$ cat config.mk
export PLATFORM = sky130hd
export DESIGN_NAME = cam_dmactrl
export DESIGN_NICKNAME = d
export VERILOG_FILES = /design/src/rtl/cam_pkg.sv /design/src/rtl/cam_vsync_edge.sv /design/src/rtl/cam_dmactrl.sv
export SDC_FILE = /design/constraint.sdc
export NUM_CORES = 1
export LEC_CHECK = 0
export BUFFER_PORTS_ARGS = -buffer_cell sky130_fd_sc_hd__buf_4
export CAP_MARGIN = 20
export CORE_MARGIN = 3
export CORE_UTILIZATION = 55
export CTS_BUF_LIST = sky130_fd_sc_hd__clkbuf_8
export DETAILED_ROUTE_END_ITERATION = 8
export PLACE_DENSITY = 0.88
export SYNTH_ARGS = -nofsm -noshare
export SYNTH_HDL_FRONTEND = slang
export SYNTH_SLANG_ARGS = --single-unit
$ cat constraint.sdc
create_clock -name ACLK -period 7.85 [get_ports ACLK]
set_input_delay 1.1775 -clock ACLK [delete_from_list [all_inputs] [get_ports ACLK]]
set_output_delay 1.1775 -clock ACLK [all_outputs]
set_load 0.1 [all_outputs]
$ cat src/rtl/cam_pkg.sv
// Shared types and AXI constants for the camera frame write controller.
package cam_pkg;

  typedef enum logic [2:0] {
    IDLE      = 3'd0,
    WAIT_DATA = 3'd1,
    ADDR      = 3'd2,
    DATA      = 3'd3,
    RESP      = 3'd4
  } cam_state_e;

  localparam logic [2:0]  AXSIZE_4B      = 3'b010;
  localparam logic [1:0]  AXBURST_INCR   = 2'b01;
  localparam logic [1:0]  RESP_OKAY      = 2'b00;
  localparam int unsigned BYTES_PER_WORD = 4;

  // Counter width that never collapses to zero bits.
  function automatic int unsigned clog2_min1(input int unsigned n);
    return (n <= 1) ? 1 : $clog2(n);
  endfunction

endpackage

$ cat src/rtl/cam_vsync_edge.sv
// VSYNC history flop and rising-edge detect; history resets high so a VSYNC
// already asserted when reset releases is not mistaken for a frame start.
module cam_vsync_edge (
  input  logic clk_i,
  input  logic rst_i,
  input  logic vsync_i,
  output logic rise_o
);

  logic vsync_q;

  always_ff @(posedge clk_i or posedge rst_i) begin
    if (rst_i) begin
      vsync_q <= 1'b1;
    end else begin
      vsync_q <= vsync_i;
    end
  end

  assign rise_o = vsync_i & ~vsync_q;

endmodule

$ cat src/rtl/cam_dmactrl.sv
// Capture-FIFO to VRAM frame writer: one frame of AXI4 INCR bursts per VSYNC.
// Optional CAM_DMA_BRESP_EN adds BRESP checking with a sticky BUS_ERR flag.
module cam_dmactrl
  import cam_pkg::*;
#(
  parameter int unsigned H_PIX     = 640,
  parameter int unsigned V_PIX     = 480,
  parameter int unsigned BURST_LEN = 16
) (
  input  logic        ACLK,
  input  logic        ARST,
  input  logic        CAM_VSYNC,
  input  logic        CAPON,
  input  logic [31:0] CAPADDR,
  input  logic [31:0] FIFO_DOUT,
  input  logic [11:0] FIFO_CNT,
  output logic        FIFO_RDEN,
  output logic        FIFO_CLR,
  output logic [31:0] AWADDR,
  output logic [7:0]  AWLEN,
  output logic        AWVALID,
  input  logic        AWREADY,
  output logic [31:0] WDATA,
  output logic        WLAST,
  output logic        WVALID,
  input  logic        WREADY,
  input  logic        BVALID,
  output logic        BREADY,
`ifdef CAM_DMA_BRESP_EN
  input  logic [1:0]  BRESP,
  output logic        BUS_ERR,
`endif
  output logic        end_of_screen,
  output logic        FIFOUNDER
);

  localparam int unsigned NumBursts = H_PIX * V_PIX / BURST_LEN;
  localparam int unsigned BurstW    = clog2_min1(NumBursts);
  localparam int unsigned BeatW     = clog2_min1(BURST_LEN);
  localparam int unsigned AddrShift = $clog2(BURST_LEN * BYTES_PER_WORD);

  localparam logic [BurstW-1:0] LastBurst = BurstW'(NumBursts - 1);
  localparam logic [BeatW-1:0]  LastBeat  = BeatW'(BURST_LEN - 1);

  logic vs_rise;

  cam_vsync_edge u_vsync_edge (
    .clk_i   (ACLK),
    .rst_i   (ARST),
    .vsync_i (CAM_VSYNC),
    .rise_o  (vs_rise)
  );

  cam_state_e        state_q, state_d;
  logic [31:0]       base_q, base_d;
  logic [BurstW-1:0] burst_idx_q, burst_idx_d;
  logic [BeatW-1:0]  beat_q, beat_d;
  logic              abort_q, abort_d;
  logic              fifo_clr_q, fifo_clr_d;
  logic              eos_q, eos_d;
  logic              under_q, under_d;
  logic              frame_start;

  always_comb begin
    state_d     = state_q;
    base_d      = base_q;
    burst_idx_d = burst_idx_q;
    beat_d      = beat_q;
    abort_d     = abort_q;
    fifo_clr_d  = 1'b0;
    eos_d       = 1'b0;
    under_d     = 1'b0;
    frame_start = 1'b0;

    unique case (state_q)
      IDLE: begin
        if (vs_rise && CAPON) begin
          frame_start = 1'b1;
          base_d      = CAPADDR;
          burst_idx_d = '0;
          beat_d      = '0;
          abort_d     = 1'b0;
          fifo_clr_d  = 1'b1;
          state_d     = WAIT_DATA;
        end
      end

      WAIT_DATA: begin
        // No burst is in flight here, so an abort lands immediately.
        if (vs_rise) begin
          under_d    = 1'b1;
          fifo_clr_d = 1'b1;
          abort_d    = 1'b0;
          state_d    = IDLE;
        end else if (32'(FIFO_CNT) >= BURST_LEN) begin
          state_d = ADDR;
        end
      end

      ADDR: begin
        if (vs_rise) abort_d = 1'b1;
        if (AWREADY) begin
          beat_d  = '0;
          state_d = DATA;
        end
      end

      DATA: begin
        if (vs_rise) abort_d = 1'b1;
        if (WREADY) begin
          beat_d = beat_q + 1'b1;
          if (beat_q == LastBeat) state_d = RESP;
        end
      end

      RESP: begin
        if (vs_rise) abort_d = 1'b1;
        if (BVALID) begin
          // A completed frame wins over an abort raised in its final burst.
          if (burst_idx_q == LastBurst) begin
            eos_d   = 1'b1;
            abort_d = 1'b0;
            state_d = IDLE;
          end else if (abort_q || vs_rise) begin
            under_d    = 1'b1;
            fifo_clr_d = 1'b1;
            abort_d    = 1'b0;
            state_d    = IDLE;
          end else begin
            burst_idx_d = burst_idx_q + 1'b1;
            state_d     = WAIT_DATA;
          end
        end
      end

      default: state_d = IDLE;
    endcase
  end

  always_ff @(posedge ACLK or posedge ARST) begin
    if (ARST) begin
      state_q     <= IDLE;
      base_q      <= '0;
      burst_idx_q <= '0;
      beat_q      <= '0;
      abort_q     <= 1'b0;
      fifo_clr_q  <= 1'b0;
      eos_q       <= 1'b0;
      under_q     <= 1'b0;
    end else begin
      state_q     <= state_d;
      base_q      <= base_d;
      burst_idx_q <= burst_idx_d;
      beat_q      <= beat_d;
      abort_q     <= abort_d;
      fifo_clr_q  <= fifo_clr_d;
      eos_q       <= eos_d;
      under_q     <= under_d;
    end
  end

`ifdef CAM_DMA_BRESP_EN
  logic bus_err_q, bus_err_d;

  always_comb begin
    bus_err_d = bus_err_q;
    if (frame_start) begin
      bus_err_d = 1'b0;
    end else if ((state_q == RESP) && BVALID && (BRESP != RESP_OKAY)) begin
      bus_err_d = 1'b1;
    end
  end

  always_ff @(posedge ACLK or posedge ARST) begin
    if (ARST) begin
      bus_err_q <= 1'b0;
    end else begin
      bus_err_q <= bus_err_d;
    end
  end

  assign BUS_ERR = bus_err_q;
`endif

  // Payloads derive from registered state only, so they hold while VALID waits.
  assign AWVALID       = (state_q == ADDR);
  assign AWADDR        = base_q + (32'(burst_idx_q) << AddrShift);
  assign AWLEN         = 8'(BURST_LEN - 1);
  assign WVALID        = (state_q == DATA);
  assign WDATA         = FIFO_DOUT;
  assign WLAST         = WVALID && (beat_q == LastBeat);
  assign BREADY        = (state_q == RESP);
  assign FIFO_RDEN     = WVALID && WREADY;
  assign FIFO_CLR      = fifo_clr_q;
  assign end_of_screen = eos_q;
  assign FIFOUNDER     = under_q;

endmodule

---- Word-level counts from Yosys, hierarchy flattened ----
Index checks and enable logic that the tools add are counted.
cells by class
  bitwise logic cells ..................... 2
  add/subtract/negate cells ............... 3
  muxes and demuxes ....................... 36
  reductions and logical operators ........ 14
  eq/ne operators ......................... 15
  order comparisons ....................... 1
operators by type and width
  operator                                                             number
  2-to-1 mux 15 bit                                                    4
  adder 32 x 21 -> 32 bit                                              1
  case mux 15 bit (2 select lines)                                     1
  2-to-1 mux 3 bit                                                     7
  2-to-1 mux 1 bit                                                     16
  adder 15 x 1 -> 15 bit (second input constant)                       1
  == test 15 bit (second input constant)                               1
  case mux 3 bit (5 select lines)                                      1
  greater-or-equal comparator 12 x 5 -> 1 bit (second input constant)  1
  2-to-1 mux 4 bit                                                     3
  case mux 4 bit (3 select lines)                                      1
  != test 2 bit (second input constant)                                5
  == test 3 x 2 -> 1 bit (second input constant)                       2
  != test 2 x 1 -> 1 bit (second input constant)                       3
  AND reduction 6 bit                                                  1
  AND reduction 5 bit                                                  1
  adder 4 x 1 -> 4 bit (second input constant)                         1
  == test 4 bit (second input constant)                                1
  case mux 1 bit (4 select lines)                                      1
  AND reduction 4 bit                                                  1
  nonzero test 4 bit                                                   1
  == test 3 x 1 -> 1 bit (second input constant)                       1
  == test 3 bit (second input constant)                                1
  logical AND 1 bit                                                    3
  12 further kinds                                                     12
word-level totals
  logic and storage cells ................. 80
  input port bits ......................... 83
  output and inout bits ................... 80
  register bits after elaboration ......... 59

---- Longest topological paths before layout ----
  depth in word-level cells ............... 7
  mapped depth ............................ 9

---- Modules after synthesis ----
From an unflattened synthesis, not the netlist that was laid out.
unflattened totals
  cells, all modules ...................... 404
  area total of the unflattened synthesis .. 3856.2 um^2
modules (own cells, without submodules)
  module          times used  seq. area each (um^2)  area an instance (um^2)  cells each
  cam_dmactrl     1           1451.4                 3812.4                   401
  cam_vsync_edge  1           26.3                   43.8                     3

---- Worst setup path before layout ----
Ideal clock, no wire load.
  kind .................................... reg2out
  from .................................... register burst_idx_q[0]
  to ...................................... output AWADDR[20]
  path buffers ............................ 1
  cell stages (with the launch flop) ...... 10
  arrival time ............................ 3.372 ns
  path slack .............................. 3.301 ns
  cell sequence ........................... dfrtp_1 -> ha_1 -> inv_1 -> fa_1 -> and2b_1 -> o31a_2 -> o211ai_4 -> and2_1 -> buf_6 -> xnor2_1
between the ends
  longest elaborated chain between the ends .. 1
ends and longest elaborated chain
  item                      RTL line            RTL
  start: declaration        cam_dmactrl.sv:56   logic [BurstW-1:0] burst_idx_q, burst_idx_d;
  start signal: assignment  cam_dmactrl.sv:153  burst_idx_q <= burst_idx_d;
  adder 32 x 21 -> 32 bit   cam_dmactrl.sv:187  assign AWADDR = base_q + (32'(burst_idx_q) << AddrShift);
  end: declaration          cam_dmactrl.sv:19   output logic [31:0] AWADDR,
No other way between the ends.

---- Final worst setup path ----
  from .................................... register burst_idx_q[0]
  to ...................................... output AWADDR[28]
Same word-level chain as after synthesis.

==> flow_summary.ini <==
[cells_and_area]
fin_cells = 642
diodes = 0
fill_cells = 611
fin_nets = 639
drive_gt1_share_pct = 21.7
utilization_pct = 65.3
areaGrowthSynthToFinish_pct = 14.3

[detailed_routing]
wl_um = 9750
drtIter0Drc = 202
drc = 0
wl_per_cell_um = 15.2
vias = 3690
drt.antenna.violating_nets = 0
dr.pass1.iters = 4
vias_per_cell = 5.75

[place]
port_buffers = 86
hpwl_um = 7190
routabilityCongestion = 0.960
dpl.cell_count = 626
place_ws_ns = 3.98

[synthesis]
synth_edf_count = 0
ys.warnings.count = 0
synth_ff_type = dfrtp_1
synth_top_family_by_area = simple AND/OR/NAND/NOR gates
netlist_top_cells_count = 119 x nand2_1, 58 x dfrtp_1, 46 x buf_4
syn_avg_cell_area_um2 = 8.37
ys_ff_latch = 59
syn_inst = 498
synth_most_common_cell = nand2_1
synth_top_area_share_pct = 34.8
synthXorXnorAreaFrac_pct = 5.47
synthAdderAreaFrac_pct = 5.59
yosysTopAreaCell = dfrtp_1
seq_area_frac_synth_pct = 35.5
async_reset_ff_share_pct = 100
synth_area_leaders = dfrtp_1 35%, nand2_1 11%, buf_4 8.3%
synth_area_um2 = 4170
synth_compound_gate_area_share_pct = 16.1
synth_mux_area_share_pct = 0.270
synth_cell_types = 68
synthSimpleGateAreaFrac_pct = 25.4

[timing]
drv_slew = 0
fin_ws_ns = 3.59
setup_viol = 0
tns_ns = 0
timing.final.crit_share_pct = 54.2
relSlewSlack_pct = 51.2
skew_ns = 0.00955
finalHoldViolCount = 0
worst_slew_pin_slew_ns = 0.732
hold_ws_ns = 0.480
rsz0062_at_grt = false
max_freq_ghz = 0.235
min_period_ns = 4.26

[floorplan]
coreArea_um2 = 7290
die_w_um = 93.0
ios = 163
initial_core_util_pct = 57.1
rows = 31
die_h_um = 93.0
die_area_um2 = 8660

[setup_path]
start_kind = flip-flop
end_kind = output port
crit_start = burst_idx_q[0]
ff2ff_path_depth = 6
critical_path_class = flip-flop to output port
rrSetupSlack_ns = 5.29
worstPathRequired_ns = 6.67
crit_arrival_ns = 3.08
r2r_start = u_vsync_edge.vsync_q
path_max_fanout = 7

[clock_network]
htreeDepth = 3
cts_hold_buf = 0
cts_tree = done
cts_root_buffer = clkbuf_8
clkTransAtPathRegs_ns = 0.07
clock_latency_ns = 0.34
clockBufferDepth = 2
cts_setup_buffers = 0
cts_made_buffers = 9
ctsResizeCount = 0
cts_sinks = 59

[global_routing]
grt_pass1_vias = 3641
gr-usage-all-layers_pct = 23.0
antenna_found_initial = 0
grt_pass1_wl_um = 16300
grt_max_degree = 60
overflow = 0

[pwr]
p_per_area_nw_per_um2 = 462
irDropWorstVdd_mv = 0.225
p_leak_nw = 2.34

[worst_hold_path]
hold_start = base_q[5]
whs_path_depth = 2
holdCritPathClass = flip-flop to flip-flop

[job]
cap_violations = 0

[run_status]
status = complete, no violations
==> logic make-up after synthesis <==
| kind of cell | count (synthesis) |
|---|---|
| xor gates and xnor gates | 26 |
| buffers and inverters | 75 |
| and+or+nand+nor | 219 |
| adders and majority gates | 18 |
| other | 2 |
| muxes | 1 |
| DFF | 59 |
| AOI/OAI and AO/OA | 98 |
==> routing by layer <==
metal	up-vias	part of all wire, %	routed length (µm)	track usage (%)
li1	1775	-	-	-
met1	1769	42	4070	28.4
met2	130	51	4960	39.7
met3	16	5.8	567	3.78
met4	0	1.5	150	10.3
met5	-	0	0	0
==> where the power goes <==
| group | switching (mW) | internal [mW] |
|---|---|---|
| logic | 1.05 | 0.314 |
| registers | 0.112 | 0.407 |
| clock network | 0.121 | 0.194 |
| total | 1.28 | 0.915 |
==> critical path, stage by stage, from the launching register on <==
cell       delay [ns]
dfrtp_1          0.45
ha_1             0.24
inv_1            0.07
fa_1             0.40
and2b_1          0.24
o31a_2           0.23
o211ai_4         0.15
a2111oi_0        0.50
a211o_1          0.18
buf_4            0.29
==> through the flow <==
stage                     power (mW)  area, µm²
after floorplan                 1.73       4190
after global placement          1.86       4530
after detailed placement        1.89       4530
after CTS                       2.20       4760
after global routing            2.31       4760
final                           2.20       4760
==> area by class of cell <==
type / count / area, µm² / share of cell area, %
clock buffers: 11 / 151 / 3.18
clock inverters: 5 / 76.3 / 1.60
inverters: 9 / 33.8 / 0.709
multi-input cells: 370 / 2230 / 46.8
flip-flops and latches: 59 / 1480 / 31.0
well taps: 99 / 124 / 2.60
repair buffers: 89 / 668 / 14.0
==> cell usage in the layout, fill, tap and decap left out, types with 2 or more instances in the layout <==
| cell | count |
|---|---|
| a2111oi_0 | 4 |
| a211o_1 | 2 |
| a211oi_1 | 5 |
| a21o_1 | 3 |
| a21oi_1 | 22 |
| a22o_1 | 2 |
| a311o_1 | 3 |
| a31oi_1 | 3 |
| and2_1 | 4 |
| and3_1 | 8 |
| and4_1 | 2 |
| buf_4 | 89 |
| bufinv_16 | 2 |
| clkbuf_8 | 11 |
| conb_1 | 8 |
| dfrtp_1 | 58 |
| ha_1 | 17 |
| inv_1 | 9 |
| nand2_1 | 119 |
| nand2b_1 | 2 |
| nand3_1 | 15 |
| nand4_1 | 13 |
| nand4b_1 | 2 |
| nor2_1 | 27 |
| nor2b_1 | 2 |
| nor3_1 | 2 |
| nor3b_1 | 3 |
| nor4_1 | 3 |
| o2111ai_1 | 2 |
| o211ai_1 | 2 |
| o21a_1 | 3 |
| o21ai_0 | 25 |
| o21bai_1 | 3 |
| o22ai_1 | 3 |
| o31ai_1 | 4 |
| or3_1 | 5 |
| xnor2_1 | 8 |
| xor2_1 | 18 |
==> worst paths after layout <==
| kind | endpoint |
|---|---|
| max | AWADDR[28] |
| min | base_q[5] |
| max reg2reg | burst_idx_q[0] |
| min reg2reg | base_q[5] |
| max in group asynchronous | base_q[8] |
| min in group asynchronous | base_q[2] |
==> sequential cells by signal, indices dropped and copies added, names as in the netlist <==
register and flops:
state_q 3, FIFOUNDER 1, base_q 32, FIFO_CLR 1, end_of_screen 1, abort_q 1, beat_q 4, u_vsync_edge.vsync_q 1
burst_idx_q 15
Note: power is estimated with default switching activity, not from simulation.
